### config.mk
export PLATFORM = sky130hd
export DESIGN_NAME = axi_wr_arbiter_3x1
export DESIGN_NICKNAME = d
export VERILOG_FILES = /design/src/rtl/npu_axi_pkg.sv /design/src/rtl/rr_arbiter3.sv /design/src/rtl/axi_wr_arbiter_3x1.sv
export SDC_FILE = /design/constraint.sdc
export NUM_CORES = 1
export LEC_CHECK = 0
export ABC_AREA = 1
export CAP_MARGIN = 10
export CORE_AREA = 5 5 165 167
export CTS_CLUSTER_DIAMETER = 30
export CTS_CLUSTER_SIZE = 24
export DETAILED_ROUTE_END_ITERATION = 7
export DIE_AREA = 0 0 170 172
export PLACE_DENSITY_LB_ADDON = 0.05
export SYNTH_ARGS = -nofsm -noshare
export SYNTH_HDL_FRONTEND = slang
export SYNTH_SLANG_ARGS = --single-unit
### constraint.sdc
create_clock -name clk -period 2.9 [get_ports clk]
set_input_delay 0.58 -clock clk [delete_from_list [all_inputs] [get_ports clk]]
set_output_delay 0.58 -clock clk [all_outputs]
set_load 0.02 [all_outputs]
### src/rtl/npu_axi_pkg.sv
// rtl/npu_axi_pkg.sv - shared AXI write-path types and constants
package npu_axi_pkg;

  typedef enum logic [1:0] {
    ST_IDLE  = 2'd0,
    ST_AW    = 2'd1,
    ST_WDATA = 2'd2
  } wr_state_e;

  localparam int SRC_W    = 2;
  localparam int CREDIT_W = 4;

  // Source tag value that maps to no requester; B responses carrying it are sunk.
  localparam logic [SRC_W-1:0] SRC_INVALID = 2'b11;

  localparam logic [1:0] RESP_OKAY   = 2'b00;
  localparam logic [1:0] RESP_EXOKAY = 2'b01;
  localparam logic [1:0] RESP_SLVERR = 2'b10;
  localparam logic [1:0] RESP_DECERR = 2'b11;

endpackage

### src/rtl/rr_arbiter3.sv
// rtl/rr_arbiter3.sv - combinational 3-way round-robin grant starting at rr_ptr
module rr_arbiter3
  import npu_axi_pkg::*;
(
  input  logic [2:0]       req,
  input  logic [SRC_W-1:0] rr_ptr,
  output logic             grant_valid,
  output logic [SRC_W-1:0] grant_idx
);

  logic [2:0] cand;

  // Walk from the farthest candidate back to rr_ptr so the nearest requester wins.
  always_comb begin
    grant_valid = 1'b0;
    grant_idx   = '0;
    cand        = '0;
    for (int i = 2; i >= 0; i--) begin
      cand = {1'b0, rr_ptr} + 3'(i);
      if (cand >= 3'd3) cand = cand - 3'd3;
      if (req[cand[1:0]]) begin
        grant_valid = 1'b1;
        grant_idx   = cand[1:0];
      end
    end
  end

endmodule

### src/rtl/axi_wr_arbiter_3x1.sv
// rtl/axi_wr_arbiter_3x1.sv - three-requester AXI write arbiter with credit-limited issue
module axi_wr_arbiter_3x1
  import npu_axi_pkg::*;
#(
  parameter int DATA_WIDTH      = 32,
  parameter int ADDR_WIDTH      = 32,
  parameter int STRB_WIDTH      = DATA_WIDTH / 8,
  parameter int S_ID_WIDTH      = 8,
  parameter int M_ID_WIDTH      = S_ID_WIDTH + 2,
  parameter int MAX_OUTSTANDING = 4
) (
  input  logic                    clk,
  input  logic                    rst,

  input  logic [3*S_ID_WIDTH-1:0] s_axi_awid,
  input  logic [3*ADDR_WIDTH-1:0] s_axi_awaddr,
  input  logic [3*8-1:0]          s_axi_awlen,
  input  logic [3*3-1:0]          s_axi_awsize,
  input  logic [3*2-1:0]          s_axi_awburst,
  input  logic [2:0]              s_axi_awvalid,
  output logic [2:0]              s_axi_awready,
  input  logic [3*DATA_WIDTH-1:0] s_axi_wdata,
  input  logic [3*STRB_WIDTH-1:0] s_axi_wstrb,
  input  logic [2:0]              s_axi_wlast,
  input  logic [2:0]              s_axi_wvalid,
  output logic [2:0]              s_axi_wready,
  output logic [3*S_ID_WIDTH-1:0] s_axi_bid,
  output logic [3*2-1:0]          s_axi_bresp,
  output logic [2:0]              s_axi_bvalid,
  input  logic [2:0]              s_axi_bready,

  output logic [M_ID_WIDTH-1:0]   m_axi_awid,
  output logic [ADDR_WIDTH-1:0]   m_axi_awaddr,
  output logic [7:0]              m_axi_awlen,
  output logic [2:0]              m_axi_awsize,
  output logic [1:0]              m_axi_awburst,
  output logic                    m_axi_awvalid,
  input  logic                    m_axi_awready,
  output logic [DATA_WIDTH-1:0]   m_axi_wdata,
  output logic [STRB_WIDTH-1:0]   m_axi_wstrb,
  output logic                    m_axi_wlast,
  output logic                    m_axi_wvalid,
  input  logic                    m_axi_wready,
  input  logic [M_ID_WIDTH-1:0]   m_axi_bid,
  input  logic [1:0]              m_axi_bresp,
  input  logic                    m_axi_bvalid,
  output logic                    m_axi_bready
);

  localparam logic [CREDIT_W-1:0] MAX_CRED = CREDIT_W'(MAX_OUTSTANDING);

  wr_state_e           state, state_nxt;
  logic [SRC_W-1:0]    rr_ptr;
  logic [SRC_W-1:0]    cur_src;
  logic [CREDIT_W-1:0] credits;
  logic                grant_valid;
  logic [SRC_W-1:0]    grant_idx;
  logic                can_grant;
  logic                aw_hs;
  logic                b_hs;
  logic                w_last_hs;
  logic [SRC_W-1:0]    b_dst;

  rr_arbiter3 u_rr (
    .req         (s_axi_awvalid),
    .rr_ptr      (rr_ptr),
    .grant_valid (grant_valid),
    .grant_idx   (grant_idx)
  );

  assign can_grant     = !rst && (state == ST_IDLE) && grant_valid && (credits < MAX_CRED);
  assign m_axi_awvalid = (state == ST_AW);
  assign aw_hs         = m_axi_awvalid && m_axi_awready;
  assign w_last_hs     = m_axi_wvalid && m_axi_wready && m_axi_wlast;
  assign b_hs          = m_axi_bvalid && m_axi_bready;

  always_ff @(posedge clk) begin
    if (rst) state <= ST_IDLE;
    else     state <= state_nxt;
  end

  always_comb begin
    state_nxt     = state;
    s_axi_awready = '0;
    case (state)
      ST_IDLE: begin
        if (can_grant) begin
          s_axi_awready[grant_idx] = 1'b1;
          state_nxt                = ST_AW;
        end
      end
      ST_AW:    if (m_axi_awready) state_nxt = ST_WDATA;
      ST_WDATA: if (w_last_hs) state_nxt = ST_IDLE;
      default:  state_nxt = ST_IDLE;
    endcase
  end

  // AW fields are captured at grant so the requester is free the next cycle.
  always_ff @(posedge clk) begin
    if (rst) begin
      rr_ptr        <= '0;
      cur_src       <= '0;
      m_axi_awid    <= '0;
      m_axi_awaddr  <= '0;
      m_axi_awlen   <= '0;
      m_axi_awsize  <= '0;
      m_axi_awburst <= '0;
    end else if (can_grant) begin
      rr_ptr        <= (grant_idx == 2'd2) ? '0 : grant_idx + 2'd1;
      cur_src       <= grant_idx;
      m_axi_awid    <= {grant_idx, s_axi_awid[grant_idx*S_ID_WIDTH +: S_ID_WIDTH]};
      m_axi_awaddr  <= s_axi_awaddr[grant_idx*ADDR_WIDTH +: ADDR_WIDTH];
      m_axi_awlen   <= s_axi_awlen[grant_idx*8 +: 8];
      m_axi_awsize  <= s_axi_awsize[grant_idx*3 +: 3];
      m_axi_awburst <= s_axi_awburst[grant_idx*2 +: 2];
    end
  end

  always_ff @(posedge clk) begin
    if (rst) begin
      credits <= '0;
    end else begin
      case ({aw_hs, b_hs})
        2'b10:   if (credits < MAX_CRED) credits <= credits + 1'b1;
        2'b01:   if (credits != '0) credits <= credits - 1'b1;
        default: credits <= credits;
      endcase
    end
  end

  always_comb begin
    m_axi_wdata  = s_axi_wdata[cur_src*DATA_WIDTH +: DATA_WIDTH];
    m_axi_wstrb  = s_axi_wstrb[cur_src*STRB_WIDTH +: STRB_WIDTH];
    m_axi_wlast  = s_axi_wlast[cur_src];
    m_axi_wvalid = (state == ST_WDATA) && s_axi_wvalid[cur_src];
    s_axi_wready = '0;
    if (state == ST_WDATA) s_axi_wready[cur_src] = m_axi_wready;
  end

  assign b_dst = m_axi_bid[M_ID_WIDTH-1 -: SRC_W];

  // ID and response are broadcast; only the routed source sees bvalid.
  always_comb begin
    s_axi_bvalid = '0;
    m_axi_bready = 1'b0;
    for (int i = 0; i < 3; i++) begin
      s_axi_bid[i*S_ID_WIDTH +: S_ID_WIDTH] = m_axi_bid[S_ID_WIDTH-1:0];
      s_axi_bresp[i*2 +: 2]                 = m_axi_bresp;
    end
    if (!rst) begin
      if (b_dst == SRC_INVALID) begin
        m_axi_bready = 1'b1;
      end else begin
        s_axi_bvalid[b_dst] = m_axi_bvalid;
        m_axi_bready        = s_axi_bready[b_dst];
      end
    end
  end

endmodule

==> results.sh <==
export IMPL_wl_met3_um=2390
export IMPL_fmax_mhz=370
export IMPL_track_usage=0.186
export IMPL_final_area_um2=9850
export IMPL_p_leak_uw=0.00461
export IMPL_min_delay_start="credits[0]$_SDFFE_PP0P_"
export IMPL_period_minus_slack_ns=2.71
export IMPL_ys_ff_latch=63
export IMPL_cts_buffer_depth=2
export IMPL_worstHoldEndpoint="credits[0]$_SDFFE_PP0P_"
export IMPL_yosys_warnings=0
export IMPL_max_slew_worst_pin_slew_ns=0.700
export IMPL_maxSlewHeadroom=0.533
export IMPL_status="finished clean"
export IMPL_drc=0
export IMPL_slowest_stage="clkdlybuf4s50_1"
export IMPL_powerDensity_nw_per_um2=620
export IMPL_clock_latency_ns=0.35
export IMPL_drt_iter0_drc=174
export IMPL_crit_type="reg2out"
export IMPL_rsz0062_at_grt="no"
export IMPL_clock_root_buffer="clkbuf_16"
export IMPL_crit_chain="inv_1 > or2_2 > o211ai_1 > clkdlybuf4s50_1"
export IMPL_worstRegToRegCells=14
export IMPL_r2r_slack_ns=0.45
export IMPL_clock_sinks=63
export IMPL_cp_start_kind="flop"
export IMPL_synth_edf_count=0
export IMPL_syn_nets=1227
export IMPL_synth_most_common_cell="nand2_1"
export IMPL_slowest_delay_ns=0.65
export IMPL_cts_tree="done"
export IMPL_ys_async_sr_fraction=0
export IMPL_routed_via_density=4.32
export IMPL_first_pass_iters=4
export IMPL_die_area_um2=29200
export IMPL_wl_met1_um=11700
export IMPL_synth_area_um2=5320
export IMPL_worstPathRequired_ns=2.32
export IMPL_die_width_um=170
export IMPL_worstPathMaxFanout=8
export IMPL_synthDistinctLibCells=28
export IMPL_detail_route_antenna_nets=0
export IMPL_grt_max_degree=54
export IMPL_drive_gt1_frac=0.0533
export IMPL_place_congestion=0.842
export IMPL_grt_pass1_vias=6920
export IMPL_place_port_buffers=389
export IMPL_htree_num_levels=3
export IMPL_vias=6969
export IMPL_total_power_uw=6110
export IMPL_dp_cells=1594
export IMPL_synth_common_cells="226 x nand2_1, 181 x inv_1, 133 x nand3_1, 72 x a21oi_1, 63 x dfxtp_1"
export IMPL_rows=59
export IMPL_wl_met2_um=13900
export IMPL_period_share=0.933
export IMPL_wire_per_inst_um=17.7
export IMPL_totalWireLength_um=28600
export IMPL_maxCapViolCount=0
export IMPL_grt_overflow=0
export IMPL_report_final_slew_viol_count=0
export IMPL_syn_area_per_cell_um2=5.75
export IMPL_whs_path_depth=1
export IMPL_dieHeight_um=172
export IMPL_synth_seq_area_share=0.237
export IMPL_end_kind="output pin"
export IMPL_syn2layout_area_growth_pct=85.2
export IMPL_grt_pass1_wl_um=41900
export IMPL_fin_skew_ns=0.0103
export IMPL_stdcell_count=1613
export IMPL_io_pins=430
export IMPL_nFillCells=2865
export IMPL_coreArea_um2=25600
export IMPL_cts_hold_buffers=0
export IMPL_hold_path_class="reg2reg"
export IMPL_fin_setup_tns_ns=0
export IMPL_yosysTopAreaCell="dfxtp_1"
export IMPL_yosys_most_used_dff="dfxtp_1"
export IMPL_antenna_found_initial=4
export IMPL_routed_top_layer="met5"
export IMPL_crit_start="m_axi_awid[8]$_SDFFE_PP0N_"
export IMPL_yosysTopAreaCellShare=0.237
export IMPL_hold_viol_final=0
export IMPL_post_dp_cell_area_um2=9410
export IMPL_worst_r2r_endpoint="m_axi_awid[1]$_SDFFE_PP0N_"
export IMPL_hpwl_um=22100
export IMPL_synth_area_leaders="dfxtp_1 24%, nand2_1 16%, inv_1 13%"
export IMPL_synth_cells=925
export IMPL_final_nets=1573
export IMPL_numCtsBuffers=9
export IMPL_r2r_start="rr_ptr[1]$_SDFFE_PP0N_"
export IMPL_hold_ws_ns=0.487
export IMPL_cp_arrival_ns=2.13
export IMPL_ir_drop_mv=0.266
export IMPL_start_util=0.208
export IMPL_finalSetupViolCount=0
export IMPL_clk_pin_slew_ns=0.06
-- registers in the layout, indices dropped and copies added, names as in the netlist --
signal         count
state              2
m_axi_awsize       3
m_axi_awlen        8
m_axi_awid        10
m_axi_awaddr      32
m_axi_awburst      2
credits            4
rr_ptr             2
-- cell usage in the layout (no fill, tap or decap), drive strengths merged --
cell and count:
diode 2, bufinv 1, dlygate4sd2 5, dfxtp 63, nor3 4, dlymetal6s2s 29, fa 1, clkdlybuf4s50 350
o211ai 38, clkinvlp 1, nand2 230, o21a 30, buf 34, xnor2 1, o21ai 19, clkbuf 12
inv 187, nand4 2, ha 5, nand3 134, or2 1, a211oi 1, clkinv 3, a21oi 72
nor2 53
-- report_power, final --
part | switching [uW] | total (uW) | internal [uW]
Clock | 461 | 1150 | 694
Combinational | 2100 | 3770 | 1660
Sequential | 114 | 1190 | 1070
Total | 2680 | 6110 | 3430
-- per-layer routing --
| layer | up-vias | track usage |
|---|---|---|
| li1 | 3568 | - |
| met1 | 3116 | 0.218 |
| met2 | 247 | 0.325 |
| met3 | 34 | 0.0615 |
| met4 | 4 | 0.0528 |
| met5 | - | 0 |
-- worst max-delay path: cells and delay by family (launching register included) --
family | cells | cell delay, ns
buffers and inverters | 2 | 0.74
flip-flops | 1 | 0.39
AO/OA/AOI/OAI | 1 | 0.25
AND/OR/NAND/NOR | 1 | 0.39
-- cell type report --
cell class / instances / area [um^2] / share of cell area
Tap cell: 335 / 419 / 0.0425
Timing Repair Buffer: 420 / 4270 / 0.433
Inverter: 186 / 698 / 0.0708
Antenna cell: 2 / 5.00 / 0.000508
Clock buffer: 10 / 239 / 0.0243
Multi-Input combinational cell: 591 / 2890 / 0.293
Clock inverter: 6 / 68.8 / 0.00698
Sequential cell: 63 / 1260 / 0.128
-- metrics by stage --
step	util	setup slack [ns]
5_1_grt	0.385	0.0176
3_3_place_gp	0.367	-0.147
6_report	0.385	0.194
2_1_floorplan	-	0.517
3_5_place_dp	0.367	-0.149
4_1_cts	0.380	0.000112
-- how the worst max path moves through the flow --
stage	endpoint	slack, ns	cells past startpoint
after floorplan	s_axi_awready[1]	0.52	12
after global routing	s_axi_awready[1]	0.02	13
after detailed placement	s_axi_awready[0]	-0.15	12
final	m_axi_wdata[14]	0.19	4
after CTS	s_axi_awready[1]	0.0001	14
after global placement	s_axi_awready[0]	-0.15	12
-- logic make-up after synthesis --
| logic type | Yosys count | synth area share |
|---|---|---|
| adder cells (fa/ha/maj) | 6 | 0.0155 |
| buffers and inverters | 271 | 0.224 |
| flip-flops | 63 | 0.237 |
| AO/OA/AOI/OAI | 160 | 0.183 |
| AND/OR/NAND/NOR | 424 | 0.339 |
| XOR/XNOR | 1 | 0.00165 |
-- what timing repair did --
| item | in CTS | in global routing |
|---|---|---|
| buffers inserted | 0 | 0 |
| setup endpoints to repair | 8 | 32 |
| resized for setup | 10 | 38 |
| cloned | 0 | 1 |
Note: power is estimated with default switching activity, not from simulation.
